==> src/rtl/axi_lite_arbiter_2x1.sv <==
// axi_lite_arbiter_2x1
// Shares one AXI4-Lite slave port between two requesters. The write path
// (AW/W/B) and the read path (AR/R) each have their own round-robin FSM with
// one outstanding transaction. The two paths run independently of each other.
//
// Write FSM
//   state  | meaning
//   W_IDLE | nothing forwarded; arbitrate pending AW/W requests
//   W_ADDR | forward AW and W of the granted requester until both handshake
//   W_RESP | forward B between slave and granted requester
//
// Read FSM
//   state  | meaning
//   R_IDLE | nothing forwarded; arbitrate pending AR requests
//   R_ADDR | forward AR of the granted requester until it handshakes
//   R_RESP | forward R between slave and granted requester

module axi_lite_arbiter_2x1 #(
    parameter int ADDR_WIDTH = 4,
    parameter int DATA_WIDTH = 32
) (
    input  logic                    ACLK,
    input  logic                    ARESETn,

    // requester 0
    input  logic [ADDR_WIDTH-1:0]   S0_AWADDR,
    input  logic                    S0_AWVALID,
    output logic                    S0_AWREADY,
    input  logic [DATA_WIDTH-1:0]   S0_WDATA,
    input  logic [DATA_WIDTH/8-1:0] S0_WSTRB,
    input  logic                    S0_WVALID,
    output logic                    S0_WREADY,
    output logic                    S0_BVALID,
    input  logic                    S0_BREADY,
    input  logic [ADDR_WIDTH-1:0]   S0_ARADDR,
    input  logic                    S0_ARVALID,
    output logic                    S0_ARREADY,
    output logic [DATA_WIDTH-1:0]   S0_RDATA,
    output logic                    S0_RVALID,
    input  logic                    S0_RREADY,

    // requester 1
    input  logic [ADDR_WIDTH-1:0]   S1_AWADDR,
    input  logic                    S1_AWVALID,
    output logic                    S1_AWREADY,
    input  logic [DATA_WIDTH-1:0]   S1_WDATA,
    input  logic [DATA_WIDTH/8-1:0] S1_WSTRB,
    input  logic                    S1_WVALID,
    output logic                    S1_WREADY,
    output logic                    S1_BVALID,
    input  logic                    S1_BREADY,
    input  logic [ADDR_WIDTH-1:0]   S1_ARADDR,
    input  logic                    S1_ARVALID,
    output logic                    S1_ARREADY,
    output logic [DATA_WIDTH-1:0]   S1_RDATA,
    output logic                    S1_RVALID,
    input  logic                    S1_RREADY,

    // toward the shared slave
    output logic [ADDR_WIDTH-1:0]   M_AWADDR,
    output logic                    M_AWVALID,
    input  logic                    M_AWREADY,
    output logic [DATA_WIDTH-1:0]   M_WDATA,
    output logic [DATA_WIDTH/8-1:0] M_WSTRB,
    output logic                    M_WVALID,
    input  logic                    M_WREADY,
    input  logic                    M_BVALID,
    output logic                    M_BREADY,
    output logic [ADDR_WIDTH-1:0]   M_ARADDR,
    output logic                    M_ARVALID,
    input  logic                    M_ARREADY,
    input  logic [DATA_WIDTH-1:0]   M_RDATA,
    input  logic                    M_RVALID,
    output logic                    M_RREADY,

    output logic [1:0]              GNT_W,
    output logic [1:0]              GNT_R
);

    localparam int STRB_WIDTH = DATA_WIDTH / 8;

    typedef enum logic [1:0] {
        W_IDLE = 2'd0,
        W_ADDR = 2'd1,
        W_RESP = 2'd2
    } w_state_t;

    typedef enum logic [1:0] {
        R_IDLE = 2'd0,
        R_ADDR = 2'd1,
        R_RESP = 2'd2
    } r_state_t;

    // Round-robin pick: a lone requester always wins; on a tie the one that
    // did not complete last wins. last is the index of the last completer.
    function automatic logic [1:0] rr_pick(input logic [1:0] req, input logic last);
        logic [1:0] pick;
        if (req == 2'b11) begin
            pick = last ? 2'b01 : 2'b10;
        end else begin
            pick = req;
        end
        return pick;
    endfunction

    // ---------------------------------------------------------------------
    // write path state
    // ---------------------------------------------------------------------
    w_state_t w_state, w_state_nxt;
    logic [1:0] gnt_w, gnt_w_nxt;
    logic       last_w, last_w_nxt;
    logic       aw_done, aw_done_nxt;
    logic       w_done, w_done_nxt;

    // ---------------------------------------------------------------------
    // read path state
    // ---------------------------------------------------------------------
    r_state_t r_state, r_state_nxt;
    logic [1:0] gnt_r, gnt_r_nxt;
    logic       last_r, last_r_nxt;

    // requests seen by the arbiters
    logic [1:0] w_req;
    logic [1:0] r_req;

    assign w_req = {S1_AWVALID | S1_WVALID, S0_AWVALID | S0_WVALID};
    assign r_req = {S1_ARVALID, S0_ARVALID};

    // index of the granted requester (only meaningful while a grant is held)
    logic w_sel;
    logic r_sel;

    assign w_sel = gnt_w[1];
    assign r_sel = gnt_r[1];

    // granted requester's channel signals
    logic [ADDR_WIDTH-1:0] sel_awaddr;
    logic                  sel_awvalid;
    logic [DATA_WIDTH-1:0] sel_wdata;
    logic [STRB_WIDTH-1:0] sel_wstrb;
    logic                  sel_wvalid;
    logic                  sel_bready;
    logic [ADDR_WIDTH-1:0] sel_araddr;
    logic                  sel_arvalid;
    logic                  sel_rready;

    assign sel_awaddr  = w_sel ? S1_AWADDR  : S0_AWADDR;
    assign sel_awvalid = w_sel ? S1_AWVALID : S0_AWVALID;
    assign sel_wdata   = w_sel ? S1_WDATA   : S0_WDATA;
    assign sel_wstrb   = w_sel ? S1_WSTRB   : S0_WSTRB;
    assign sel_wvalid  = w_sel ? S1_WVALID  : S0_WVALID;
    assign sel_bready  = w_sel ? S1_BREADY  : S0_BREADY;
    assign sel_araddr  = r_sel ? S1_ARADDR  : S0_ARADDR;
    assign sel_arvalid = r_sel ? S1_ARVALID : S0_ARVALID;
    assign sel_rready  = r_sel ? S1_RREADY  : S0_RREADY;

    // slave-side responses routed back toward the granted requester
    logic                  sel_awready;
    logic                  sel_wready;
    logic                  sel_bvalid;
    logic                  sel_arready;
    logic                  sel_rvalid;
    logic [DATA_WIDTH-1:0] sel_rdata;

    // handshakes at the slave port during W_ADDR
    logic aw_hs;
    logic w_hs;

    // Write path state register; reset biases the first tie toward requester 0.
    always_ff @(posedge ACLK or negedge ARESETn) begin
        if (!ARESETn) begin
            w_state <= W_IDLE;
            gnt_w   <= 2'b00;
            last_w  <= 1'b1;
            aw_done <= 1'b0;
            w_done  <= 1'b0;
        end else begin
            w_state <= w_state_nxt;
            gnt_w   <= gnt_w_nxt;
            last_w  <= last_w_nxt;
            aw_done <= aw_done_nxt;
            w_done  <= w_done_nxt;
        end
    end

    // Write path next-state and forwarding; AW and W complete in either order.
    always_comb begin
        w_state_nxt = w_state;
        gnt_w_nxt   = gnt_w;
        last_w_nxt  = last_w;
        aw_done_nxt = aw_done;
        w_done_nxt  = w_done;
        M_AWADDR    = '0;
        M_AWVALID   = 1'b0;
        M_WDATA     = '0;
        M_WSTRB     = '0;
        M_WVALID    = 1'b0;
        M_BREADY    = 1'b0;
        sel_awready = 1'b0;
        sel_wready  = 1'b0;
        sel_bvalid  = 1'b0;
        aw_hs       = 1'b0;
        w_hs        = 1'b0;

        unique case (w_state)
            W_IDLE: begin
                if (|w_req) begin
                    gnt_w_nxt   = rr_pick(w_req, last_w);
                    w_state_nxt = W_ADDR;
                end
            end
            W_ADDR: begin
                M_AWADDR    = sel_awaddr;
                M_AWVALID   = sel_awvalid & ~aw_done;
                sel_awready = M_AWREADY & ~aw_done;
                M_WDATA     = sel_wdata;
                M_WSTRB     = sel_wstrb;
                M_WVALID    = sel_wvalid & ~w_done;
                sel_wready  = M_WREADY & ~w_done;
                aw_hs       = M_AWVALID & M_AWREADY;
                w_hs        = M_WVALID & M_WREADY;
                if ((aw_done | aw_hs) && (w_done | w_hs)) begin
                    aw_done_nxt = 1'b0;
                    w_done_nxt  = 1'b0;
                    w_state_nxt = W_RESP;
                end else begin
                    aw_done_nxt = aw_done | aw_hs;
                    w_done_nxt  = w_done | w_hs;
                end
            end
            W_RESP: begin
                sel_bvalid = M_BVALID;
                M_BREADY   = sel_bready;
                if (M_BVALID && sel_bready) begin
                    last_w_nxt  = w_sel;
                    gnt_w_nxt   = 2'b00;
                    w_state_nxt = W_IDLE;
                end
            end
            default: begin
                gnt_w_nxt   = 2'b00;
                aw_done_nxt = 1'b0;
                w_done_nxt  = 1'b0;
                w_state_nxt = W_IDLE;
            end
        endcase
    end

    // Read path state register; reset biases the first tie toward requester 0.
    always_ff @(posedge ACLK or negedge ARESETn) begin
        if (!ARESETn) begin
            r_state <= R_IDLE;
            gnt_r   <= 2'b00;
            last_r  <= 1'b1;
        end else begin
            r_state <= r_state_nxt;
            gnt_r   <= gnt_r_nxt;
            last_r  <= last_r_nxt;
        end
    end

    // Read path next-state and forwarding.
    always_comb begin
        r_state_nxt = r_state;
        gnt_r_nxt   = gnt_r;
        last_r_nxt  = last_r;
        M_ARADDR    = '0;
        M_ARVALID   = 1'b0;
        M_RREADY    = 1'b0;
        sel_arready = 1'b0;
        sel_rvalid  = 1'b0;
        sel_rdata   = '0;

        unique case (r_state)
            R_IDLE: begin
                if (|r_req) begin
                    gnt_r_nxt   = rr_pick(r_req, last_r);
                    r_state_nxt = R_ADDR;
                end
            end
            R_ADDR: begin
                M_ARADDR    = sel_araddr;
                M_ARVALID   = sel_arvalid;
                sel_arready = M_ARREADY;
                if (sel_arvalid && M_ARREADY) begin
                    r_state_nxt = R_RESP;
                end
            end
            R_RESP: begin
                sel_rvalid = M_RVALID;
                sel_rdata  = M_RDATA;
                M_RREADY   = sel_rready;
                if (M_RVALID && sel_rready) begin
                    last_r_nxt  = r_sel;
                    gnt_r_nxt   = 2'b00;
                    r_state_nxt = R_IDLE;
                end
            end
            default: begin
                gnt_r_nxt   = 2'b00;
                r_state_nxt = R_IDLE;
            end
        endcase
    end

    // Return channels reach only the granted requester; the other sees zeros.
    assign S0_AWREADY = gnt_w[0] & sel_awready;
    assign S0_WREADY  = gnt_w[0] & sel_wready;
    assign S0_BVALID  = gnt_w[0] & sel_bvalid;
    assign S1_AWREADY = gnt_w[1] & sel_awready;
    assign S1_WREADY  = gnt_w[1] & sel_wready;
    assign S1_BVALID  = gnt_w[1] & sel_bvalid;

    assign S0_ARREADY = gnt_r[0] & sel_arready;
    assign S0_RVALID  = gnt_r[0] & sel_rvalid;
    assign S0_RDATA   = gnt_r[0] ? sel_rdata : '0;
    assign S1_ARREADY = gnt_r[1] & sel_arready;
    assign S1_RVALID  = gnt_r[1] & sel_rvalid;
    assign S1_RDATA   = gnt_r[1] ? sel_rdata : '0;

    assign GNT_W = gnt_w;
    assign GNT_R = gnt_r;

endmodule

==> config.mk <==
export PLATFORM = sky130hd
export DESIGN_NAME = axi_lite_arbiter_2x1
export DESIGN_NICKNAME = d
export VERILOG_FILES = /design/src/rtl/axi_lite_arbiter_2x1.sv
export SDC_FILE = /design/constraint.sdc
export NUM_CORES = 1
export LEC_CHECK = 0
export ABC_AREA = 0
export CAP_MARGIN = 20
export CORE_AREA = 5 5 100 102
export DETAILED_ROUTE_END_ITERATION = 16
export DIE_AREA = 0 0 105 107
export PLACE_DENSITY = 0.75
export SETUP_SLACK_MARGIN = 0.5
export SYNTH_ARGS = -nofsm -noshare
export SYNTH_HDL_FRONTEND = slang
export SYNTH_SLANG_ARGS = --single-unit
==> constraint.sdc <==
create_clock -name ACLK -period 1.45 [get_ports ACLK]
set_input_delay 0.29 -clock ACLK [delete_from_list [all_inputs] [get_ports ACLK]]
set_output_delay 0.29 -clock ACLK [all_outputs]
set_load 0.005 [all_outputs]
==> results.md <==
- Setup violations remaining at the end of the flow were counted as 132.
- In the post-synthesis netlist, the biggest area contributors are sky130_fd_sc_hd__and3_1, sky130_fd_sc_hd__mux2i_1, sky130_fd_sc_hd__dfrtp_1.
- During synthesis, Yosys emitted a total of 0 warnings.
- The proportion of netlist area held by the largest area contributor is 24.0%.
- The count of fill cells added during filler insertion is 474.
- TritonCTS built the clock tree.
- Ranked by instance count, the synthesized netlist is headed by sky130_fd_sc_hd__and3_1, sky130_fd_sc_hd__nor2_1, sky130_fd_sc_hd__mux2i_1.
- The worst voltage drop across the vdd grid is 0.774 mV.
- The number of synthesized flops with an enable pin is 0.
- The max-slew violation total from the final report was 0.
- The mean area per synthesized cell is 7.27 sq um.
- Yosys mapped the design onto 36 distinct sky130hd cell types.
- The CTS buffer count is 3.
- Across the routed clock network, the largest skew measured is 0.00307 ns.
- After detailed routing, the average wire length per cell comes to 24.3 um.
- The minimum period implied by the final worst setup slack is 1.91 ns.
- The worst setup slack after layout is -0.459 ns.
- The cell with the largest stage delay on the worst path is sky130_fd_sc_hd__dfrtp_2.
- The clock tree buffer depth is 2.
- The count of state elements after synthesis is 12.
- The detailed router finished its first iteration with 281 violations.
- Synthesis handed over a netlist of 269 instances.
- The clock insertion delay at the later pin of the skew report is 0.25 ns.
- The cell area after placement is 0.00523 sq mm.
- The final critical path takes up 132% of the cycle.
- The type of element launching the critical path is a flop.
- The total via count after detailed routing is 3896.
- The first detailed-routing pass ran for 4 iterations.
- The data required time at the worst endpoint is 1.16 ns.
- The congestion estimate from routability-driven global placement came to 0.817.
- Using the TritonRoute via totals, the vias-per-cell ratio works out to 5.18.
- The global-route wire length before repair is 22.6 mm.
- The critical path goes through buf_4, buf_16, buf_4, mux2i_1, nor2_2, buf_2.
- The total routing usage reported by global routing is 25.2%.
- The number of nets in the finished design is 778.
- Pin placement for this block handled 264 I/O pins.
- The netlist area before placement is 0.00195 sq mm.
- Setup repair after global routing could not meet its margin everywhere.
- The endpoint type of the worst setup path is a primary output.
- After floorplanning, the core was divided into 35 placement rows.
- The CTS H-tree depth is 1.
- After clock tree synthesis, the clock-pin slew on the worst setup and hold paths is 0.06 ns.
- The biggest area contributor in the post-synthesis netlist is sky130_fd_sc_hd__and3_1.
- The path type of the worst min-delay path is input pin to async pin.
- CTS placed an instance of sky130_fd_sc_hd__clkbuf_8 at the clock tree root.
- Summed over all layers, the global routing overflow is 0.
- The share of cells above drive strength 1 is 67.0%.
- The highest routing layer actually used is met4.
- The pin count of the biggest net entering global routing is 19.
- The TritonCTS sink count is 12.
- The count of buffers from port buffering is 263.
- Sequential cells were found to cover 15.5% of the synthesized design area.
- The die outline area is 0.0112 sq mm.
- The most frequent cell on the critical path is sky130_fd_sc_hd__buf_4.
- Summing all non-filler instances in the final layout gives an area of 0.00701 sq mm.
- The main flop type after synthesis is sky130_fd_sc_hd__dfrtp_1.
- The routed design has 18.3 mm of wire.
- For the worst setup path, the data arrival time is 1.62 ns.
- In this run, post-CTS hold repair placed 0 buffers.
- At the pin with the least slew margin, the transition time is 0.408 ns.
- The area of the placeable core is 0.00902 sq mm.
- After synthesis, the share of flip-flops with an asynchronous set or reset is 100%.
- The number of nets handed over by synthesis was 406.
- The largest stage delay on the critical path is 0.47 ns.
- OpenSTA, run right after detailed placement, puts the worst setup slack at -0.595 ns.
- Derived from the worst setup path, the maximum achievable clock frequency is 524 MHz.
- The routed wire length on met2 is 9.96 mm.
- In this run the tightest slew margin relative to its limit is 72.6%.
- The count of endpoints failing hold in the final timing report is 0.
- The initial antenna violation count is 0.
- The antenna violation net count after detailed routing is 0.
- The design draws 12100 uW.
- Across the run, the number of max-cap violations was 0.
- The routed length on met3 is 1.24 mm.
- The checks that failed: negative setup slack.
- The run finished, with violations left.
- The die extent in x is 105 um.
- The highest fanout seen on the critical path is 4.
- The post-route DRC violation count is 0.
- The number of global-route vias before repair is 3891.
- After detailed routing, the wire length on met1 is 6.62 mm.
- The leading cell type by number of instances after synthesis is sky130_fd_sc_hd__and3_1.
- The area growth from synthesis to layout is 259%.
- The setup path with the least slack is of type flop to primary output.
- For this configuration, the core starts out at a cell density of 21.7%.
- The die is 107 um tall.
- After legalization and detailed placement, the total HPWL measured 10.4 mm.
- The total power divided by cell area is 1730 mW/mm^2.
- Summed over all cells, the static leakage comes to 0.00319 uW.
kinds of logic after synthesis:
logic type,count (synthesis),share of synthesized area [%]
multiplexers,49,25.5
buffers and inverters,32,7.94
AO/OA/AOI/OAI,25,9.22
flip-flops,12,15.5
AND/OR/NAND/NOR,151,41.9
flip-flops by register name, summed over array words and instances, names as in the netlist:
| name | cells |
|---|---|
| GNT_R | 2 |
| GNT_W | 2 |
| aw_done | 1 |
| last_r | 1 |
| last_w | 1 |
| r_state | 2 |
| w_done | 1 |
| w_state | 2 |
layout by cell type (no fill, tap or decap), types with 14 or more instances in the layout:
master,synthesis,final
sky130_fd_sc_hd__and3_1,75,27
sky130_fd_sc_hd__and3_4,0,48
sky130_fd_sc_hd__buf_12,0,15
sky130_fd_sc_hd__buf_2,6,71
sky130_fd_sc_hd__buf_4,5,42
sky130_fd_sc_hd__buf_6,1,109
sky130_fd_sc_hd__clkdlybuf4s50_1,0,135
sky130_fd_sc_hd__mux2i_1,46,14
sky130_fd_sc_hd__mux2i_4,0,19
sky130_fd_sc_hd__nor2_2,0,31
sky130_fd_sc_hd__nor2_4,0,14
repair_timing:
item | CTS | global route
endpoints found under the hold margin | 0 | 0
pin swaps | 40 | 52
buffers inserted | 52 | 18
setup endpoints to repair | 139 | 139
resized for setup | 630 | 154
gates cloned | 13 | 3
through the flow:
stage	util [%]	hold slack, ns	instances	setup TNS, ns
floorplan	-	-0.00559	269	0
global placement	58.0	0.481	661	-35.99
detailed placement	58.0	0.505	661	-37.96
CTS	66.9	0.361	730	-27.41
global route	77.7	0.378	751	-43.11
finish	77.7	0.352	752	-39.15
critical path, delay by kind of cell, from the launching register on:
family	cells	cell delay, ns
AND/OR/NAND/NOR	1	0.07
buffers and inverters	4	0.57
flip-flops	1	0.47
multiplexers	1	0.26
path summary, 6_finish.rpt:
| kind | from | endpoint | slack, ns | cells past startpoint |
|---|---|---|---|---|
| setup reg to reg | GNT_W[1] | GNT_W[1] | -0.20 | 7 |
| max in group asynchronous | ARESETn | last_w | 0.86 | 2 |
| min in group ACLK | last_r | last_r | 0.52 | 1 |
| hold / removal | ARESETn | GNT_W[1] | 0.35 | 2 |
| setup / recovery | GNT_W[1] | M_WDATA[0] | -0.46 | 6 |
| hold reg to reg | last_r | last_r | 0.52 | 1 |
power by group:
| group | leakage [uW] | switching [uW] | internal [uW] |
|---|---|---|---|
| clock network | 0.0000288 | 146 | 241 |
| registers | 0.000140 | 201 | 497 |
| logic | 0.00302 | 4500 | 6530 |
| total | 0.00319 | 4850 | 7270 |
area by class of cell:
| type | count | area (sq um) | share of cell area, % |
|---|---|---|---|
| diodes | 1 | 2.50 | 0.0357 |
| clock buffers | 4 | 55.1 | 0.786 |
| inverters | 5 | 18.8 | 0.268 |
| multi-input cells | 225 | 2410 | 34.5 |
| flip-flops and latches | 12 | 312 | 4.45 |
| well taps | 111 | 139 | 1.98 |
| repair buffers | 394 | 4070 | 58.0 |
metal layers:
| layer | track usage [%] | up-vias |
|---|---|---|
| li1 | - | 1729 |
| met1 | 28.0 | 1903 |
| met2 | 47.7 | 230 |
| met3 | 6.26 | 34 |
| met4 | 5.94 | 0 |
| met5 | 0 | - |
Note: power is estimated with default switching activity, not from simulation.
